### src/rtl/elevator_call_scheduler_if.sv
// Call/target bundle between the call inputs, the scheduler and the car movement FSM.
// The master side is the scheduler; the slave side is the call panel plus car FSM.
interface elevator_call_scheduler_if;
   logic       tick;
   logic [3:0] call_req;
   logic [3:0] car_floor;
   logic [3:0] target_floor;
   logic [3:0] pending;
   logic       door_open;
   logic       moving;
   logic       dir_up;
   logic       fault;

   modport master (
      input  tick, call_req, car_floor,
      output target_floor, pending, door_open, moving, dir_up, fault
   );

   modport slave (
      output tick, call_req, car_floor,
      input  target_floor, pending, door_open, moving, dir_up, fault
   );
endinterface

### src/rtl/elevator_call_scheduler.sv
// SCAN call scheduler for a 4-floor car: latches calls, issues one-hot targets, sequences door dwell.
// Latency: calls visible 1 clk after sampling, decisions 1 clk later; no backpressure, calls are level-sampled.
module elevator_call_scheduler #(
   parameter int unsigned DOOR_TICKS = 2
) (
   input logic                        clk,
   input logic                        reset,
   elevator_call_scheduler_if.master  bus
);
   typedef enum logic [1:0] {IDLE, MOVE, DOOR} state_t;

   localparam logic [3:0] DWELL_LAST = 4'(DOOR_TICKS);

   state_t     state_q, state_d;
   logic [3:0] target_q, target_d;
   logic [3:0] pending_q, pending_d;
   logic [3:0] cnt_q, cnt_d;
   logic       dir_q, dir_d;
   logic       fault_q, fault_d;
   logic [3:0] clr;

   logic       car_ok;
   logic [3:0] below_mask, above, below;
   logic [3:0] lo_above, hi_below;
   logic [3:0] sel;
   logic       sel_dir, sel_vld;

   // One-hot check without $onehot so the expression stays portable across synth tools.
   assign car_ok     = (bus.car_floor != 4'b0000) &&
                       ((bus.car_floor & (bus.car_floor - 4'd1)) == 4'b0000);
   assign below_mask = bus.car_floor - 4'd1;
   assign below      = pending_q & below_mask;
   assign above      = pending_q & ~(below_mask | bus.car_floor);

   always_comb begin
      lo_above = 4'b0000;
      hi_below = 4'b0000;
      for (int i = 3; i >= 0; i--) begin
         if (above[i]) lo_above = 4'b0001 << i;
      end
      for (int i = 0; i < 4; i++) begin
         if (below[i]) hi_below = 4'b0001 << i;
      end
   end

   // Keep sweeping the current way while anything lies ahead; otherwise reverse.
   always_comb begin
      sel     = 4'b0000;
      sel_dir = dir_q;
      sel_vld = 1'b0;
      if (dir_q) begin
         if (above != 4'b0000) begin
            sel = lo_above; sel_dir = 1'b1; sel_vld = 1'b1;
         end else if (below != 4'b0000) begin
            sel = hi_below; sel_dir = 1'b0; sel_vld = 1'b1;
         end
      end else begin
         if (below != 4'b0000) begin
            sel = hi_below; sel_dir = 1'b0; sel_vld = 1'b1;
         end else if (above != 4'b0000) begin
            sel = lo_above; sel_dir = 1'b1; sel_vld = 1'b1;
         end
      end
   end

   always_comb begin
      state_d  = state_q;
      target_d = target_q;
      dir_d    = dir_q;
      cnt_d    = cnt_q;
      fault_d  = fault_q;
      clr      = 4'b0000;
      // An invalid floor code freezes scheduling; calls still latch but nothing clears.
      if (!car_ok) begin
         fault_d = 1'b1;
      end else begin
         case (state_q)
            IDLE: begin
               if ((pending_q & bus.car_floor) != 4'b0000) begin
                  state_d  = DOOR;
                  target_d = bus.car_floor;
                  cnt_d    = 4'd0;
                  clr      = bus.car_floor;
               end else if (sel_vld) begin
                  state_d  = MOVE;
                  target_d = sel;
                  dir_d    = sel_dir;
               end else begin
                  target_d = bus.car_floor;
               end
            end
            MOVE: begin
               if (bus.car_floor == target_q) begin
                  state_d  = DOOR;
                  target_d = bus.car_floor;
                  cnt_d    = 4'd0;
                  clr      = bus.car_floor;
               end else if (sel_vld) begin
                  target_d = sel;
                  dir_d    = sel_dir;
               end
            end
            DOOR: begin
               target_d = bus.car_floor;
               clr      = bus.car_floor;
               if (bus.tick) begin
                  if (cnt_q + 4'd1 == DWELL_LAST) begin
                     state_d = IDLE;
                     cnt_d   = 4'd0;
                  end else begin
                     cnt_d = cnt_q + 4'd1;
                  end
               end
            end
            default: state_d = IDLE;
         endcase
      end
      pending_d = (pending_q | bus.call_req) & ~clr;
   end

   always_ff @(posedge clk or posedge reset) begin
      if (reset) begin
         state_q   <= IDLE;
         target_q  <= 4'b0001;
         pending_q <= 4'b0000;
         cnt_q     <= 4'd0;
         dir_q     <= 1'b1;
         fault_q   <= 1'b0;
      end else begin
         state_q   <= state_d;
         target_q  <= target_d;
         pending_q <= pending_d;
         cnt_q     <= cnt_d;
         dir_q     <= dir_d;
         fault_q   <= fault_d;
      end
   end

   assign bus.target_floor = target_q;
   assign bus.pending      = pending_q;
   assign bus.door_open    = (state_q == DOOR);
   assign bus.moving       = (state_q == MOVE);
   assign bus.dir_up       = dir_q;
   assign bus.fault        = fault_q;
endmodule

### src/flat_wrapper.sv
// flat-port wrapper written by rule: the top's interface ports become plain ports
module elevator_call_scheduler_flat 
#(
   parameter int unsigned DOOR_TICKS = 2
)
  (clk, reset, bus_tick, bus_call_req, bus_car_floor, bus_target_floor, bus_pending, bus_door_open, bus_moving, bus_dir_up, bus_fault);
  elevator_call_scheduler_if bus_i ();
  input logic clk;
  input logic reset;
  input wire logic [$bits(bus_i.tick)-1:0] bus_tick;
  input wire logic [$bits(bus_i.call_req)-1:0] bus_call_req;
  input wire logic [$bits(bus_i.car_floor)-1:0] bus_car_floor;
  output wire logic [$bits(bus_i.target_floor)-1:0] bus_target_floor;
  output wire logic [$bits(bus_i.pending)-1:0] bus_pending;
  output wire logic [$bits(bus_i.door_open)-1:0] bus_door_open;
  output wire logic [$bits(bus_i.moving)-1:0] bus_moving;
  output wire logic [$bits(bus_i.dir_up)-1:0] bus_dir_up;
  output wire logic [$bits(bus_i.fault)-1:0] bus_fault;
  assign bus_i.tick = bus_tick;
  assign bus_i.call_req = bus_call_req;
  assign bus_i.car_floor = bus_car_floor;
  assign bus_target_floor = bus_i.target_floor;
  assign bus_pending = bus_i.pending;
  assign bus_door_open = bus_i.door_open;
  assign bus_moving = bus_i.moving;
  assign bus_dir_up = bus_i.dir_up;
  assign bus_fault = bus_i.fault;
  elevator_call_scheduler #(.DOOR_TICKS(DOOR_TICKS)) u_core (.clk(clk), .reset(reset), .bus(bus_i));
endmodule
### config.mk
export PLATFORM = sky130hd
export DESIGN_NAME = elevator_call_scheduler_flat
export DESIGN_NICKNAME = d
export VERILOG_FILES = /design/src/rtl/elevator_call_scheduler_if.sv /design/src/rtl/elevator_call_scheduler.sv /design/src/flat_wrapper.sv
export SDC_FILE = /design/constraint.sdc
export NUM_CORES = 1
export LEC_CHECK = 0
export ABC_AREA = 1
export CAP_MARGIN = 5
export CORE_ASPECT_RATIO = 1.4
export CORE_UTILIZATION = 40
export CTS_BUF_LIST = sky130_fd_sc_hd__clkbuf_8
export DETAILED_ROUTE_END_ITERATION = 7
export GPL_TIMING_DRIVEN = 0
export HOLD_SLACK_MARGIN = 0.06
export PLACE_DENSITY_LB_ADDON = 0.08
export SKIP_LAST_GASP = 1
export SLEW_MARGIN = 20
export SYNTH_ARGS = -nofsm -noshare
export SYNTH_HDL_FRONTEND = slang
export SYNTH_SLANG_ARGS = --single-unit
### constraint.sdc
create_clock -name clk -period 3.8 [get_ports clk]
set_clock_uncertainty 0.15 [all_clocks]
set_input_delay 0.76 -clock clk [delete_from_list [all_inputs] [get_ports clk]]
set_output_delay 0.76 -clock clk [all_outputs]
set_load 0.02 [all_outputs]
==> impl_results.md <==
- Reg2Reg Setup Slack: 2.02 ns
- Gate Count Post-Synth: between 200 and 250
- # Post-CTS Setup Buffers: 0
- Area Overhead vs Synth: 22.6%
- Fin. max-slew vios: 0
- Result of the run: finished, final reports clean
- Buf/Inv on CP: 3
- Comb pwr share: between 50% and 60%
- CP peak stage delay: between 0.6 and 0.7 ns
- Final Wtd Congestion: 0.834
- Switching Power: just over 0.5 mW
- Synth Register Bits: 16
- Post-route clock period utilization: approximately four fifths
- ANT nets after route: 0
- CP cell instances: clkdlybuf4s50_1 > inv_2 > ha_1 > inv_1 > ha_1 > nand2_1 > nand2_1 > nor2_4 > nand2_4 > nand2_2 > nand2_2 > nand2_1 > nor2_1 > nor2_1 > a21oi_2
- Mapped cell area: roughly 1400 um^2
- Final nets: ~260
- Syn nets: about 230
- R2R Path End: u_core.bus.pending[2]
- CORE AREA: between 3000 and 4000 um^2
- Design area: roughly 1800 um^2
- All-Layer GR Usage: between 20 and 25%
- Total placed cells including tap cells: between 200 and 300
- R2R depth: 7
- Worst-Margin Slew: between 0.6 and 0.7 ns
- Total wire length: 3360 um
- Die Area: ~3800 um^2
- Vias per cell: 4.94
- 1st-iter DRT viols: 22
- Top cells by area, synth: dfrtp_1 24%, nand2_1 17%, ha_1 12%, inv_1 7.0%, nor2_1 5.2%
- EDFF count, synth: 0
- Syn_area_per_cell: between 6 and 7 um^2
- RSZ-0062 raised after global routing: no
- Clock Sinks: 16
- Die X: ~53 um
- DRC Markers: 0
- Levels on crit path: 15
- Startpoint class of the critical path: primary input
- IO Port Bufs: 22
- Post-Route Utilization: 51.7%
- Hpwl dp: around 2700 um
- Leak Pwr: a little over 0.9 nW
- Switching Fraction: 47.1%
- Setup ws final: roughly 0.81 ns
- Pint: 0.574 mW
- Hold_ws: 0.323 ns
- Post-synth top area cell: dfrtp_1
- Slew margin rel.: a little under three fifths
- Final-report hold violation count: 0
- Number of distinct library cells after synthesis: 26
- Fmax: 334 MHz
- Layout cells sized above 1: 16.3%
- Tmin final: 2.99 ns
- HP Class: flop to flop
- Synth top cells by count: 64 x nand2_1, 27 x inv_1, 20 x nor2_1
- Flop pwr share: between 20% and 30%
- Asr flop ratio synth: 100%
- Final cell count without fillers: between 200 and 300
- Pre-CTS WS: 0.500 ns
- Vias in the first global route: 1376
- Number of setup violations in the final report: 0
- CP endpoint kind: flop
- Clock Tree Buf Depth: 2
- Clk_lat worst skew: roughly 0.26 ns
- Clock Tree Root: clkbuf_8
- N_diodes: 0
- Placed instance area: approximately 1700 um^2
- Most common cell in the netlist: nand2_1
- Crit path DAT: ~3 ns
- Largest net degree at the start of global routing: 17
- CTS tree: yes
- Clock slew at reported path FFs: 0.07 ns
- Post-CTS sizing: 0
- CP startpoint: bus_car_floor[0]
- Ports: 23
- H-tree level count: 1
- Worst Path Required: 3.80 ns
- WL/cell: between 10 and 15 um
- Initial core utilization: a little over two fifths
- Area share of the largest cell type after synthesis: between 20% and 30%
- Crit path max-delay family: simple AND/OR/NAND/NOR gates
- PwrDens: slightly above 600 nW/um^2
- Worst Setup EP: u_core.bus.target_floor[3]
- Power Total: between 1 and 1.5 mW
- Initial antenna violation count: 0
- Die Span Y: 72.9 um
- Max-cap violations: 0
- VDD IR max: slightly below 0.0004 V
- CTS Hold Bufs: 0
- Vias post-DR: around 1300
- Slowest CP cell: clkdlybuf4s50_1
- Crit-path max FO: 9
- Clock Power Share: around 15%
- Reg2reg start: u_core.state_q[1]
- Seq/Total Area, Yosys: approximately 28%
- Ys flop type: dfrtp_1
- Setup TNS: 0 ns
- Global-route wire length before repair: about 5800 um
- GRT overflow: 0
- Most used cell, CP: nand2_1
- CP Class: primary input to flop
- Yosys warns: 0
- Pre-antenna DRT Iters: 4
- TritonCTS Buffers: 3
- # rows: 25
-- placed cells by master, fill, tap and decap left out, types with 2 or more instances in the layout --
| master | synthesis | layout |
|---|---|---|
| nand2_4 | 2 | 2 |
| xnor2_1 | 2 | 2 |
| nor2_1 | 20 | 20 |
| clkbuf_8 | 0 | 4 |
| nand3_2 | 2 | 2 |
| a21oi_2 | 3 | 3 |
| inv_1 | 27 | 27 |
| inv_2 | 8 | 8 |
| or2_2 | 2 | 2 |
| dfstp_2 | 2 | 2 |
| dfrtp_1 | 14 | 14 |
| nand2_2 | 4 | 4 |
| o21ai_1 | 10 | 10 |
| clkdlybuf4s50_1 | 0 | 22 |
| ha_1 | 14 | 14 |
| o22ai_1 | 4 | 4 |
| nand2_1 | 64 | 64 |
| nor2_4 | 3 | 3 |
| a21oi_1 | 2 | 2 |
| nand3_1 | 12 | 12 |
| nor2_2 | 5 | 5 |
-- registers in the layout (all words and copies together) (netlist names) --
register and count:
u_core.bus.pending 4, u_core.bus.target_floor 4, u_core.bus.fault 1, u_core.state_q 2
u_core.bus.dir_up 1, u_core.cnt_q 4
-- metal layers --
metal / share of wire [%] / wire, um / track usage, % / vias up
met5: 0 / 0 / 0 / -
met4: 1.8 / 61 / 9.06 / 0
met3: 2.2 / 74 / 2.71 / 5
met2: 56 / 1880 / 39.7 / 17
met1: 40 / 1350 / 21.1 / 632
li1: - / - / - / 694
-- layout make-up --
cell class / instances / area [um^2]
clock buffer: 4 / 55.1
fill: 347 / 1650
sequential: 16 / 403
timing repair buffer: 22 / 220
multi-input combinational: 156 / 903
tap: 40 / 50.0
inverter: 35 / 131
-- worst reg2reg max path, stage by stage (launching register included) --
cell and delay (ns):
dfrtp_1 0.40, inv_1 0.08, ha_1 0.28, nand3_1 0.14, nand2_1 0.11, o21ai_1 0.36, o22ai_1 0.12, inv_1 0.07
-- worst min-delay path by stage --
stage,slack (ns),end,from,depth (start not counted)
2_1_floorplan,0.33,u_core.cnt_q[3],u_core.cnt_q[3],2
3_3_place_gp,0.30,u_core.bus.fault,u_core.bus.fault,1
3_5_place_dp,0.30,u_core.bus.fault,u_core.bus.fault,1
4_1_cts,0.32,u_core.bus.fault,u_core.bus.fault,1
5_1_grt,0.37,u_core.bus.fault,u_core.bus.fault,1
6_report,0.32,u_core.bus.fault,u_core.bus.fault,1
-- power groups by stage --
| stage | sequential [mW] | combinational [mW] | clock, mW |
|---|---|---|---|
| 6_report | 0.295 | 0.632 | 0.159 |
| 5_1_grt | 0.303 | 0.711 | 0.171 |
| 4_1_cts | 0.297 | 0.639 | 0.164 |
| 3_5_place_dp | 0.300 | 0.634 | 0 |
| 3_3_place_gp | 0.295 | 0.622 | 0 |
| 2_1_floorplan | 0.331 | 0.408 | 0 |
-- logic make-up (layout without fill, tap and decap cells) --
group	Yosys count	after routing	synth area share, %
AOI/OAI and AO/OA	23	23	9.92
xor gates and xnor gates	2	2	1.22
DFF	16	16	28.0
and+or+nand+nor	117	117	39.5
adders and majority gates	14	14	12.2
buffers and inverters	35	61	9.14
Note: power is estimated with default switching activity, not from simulation.
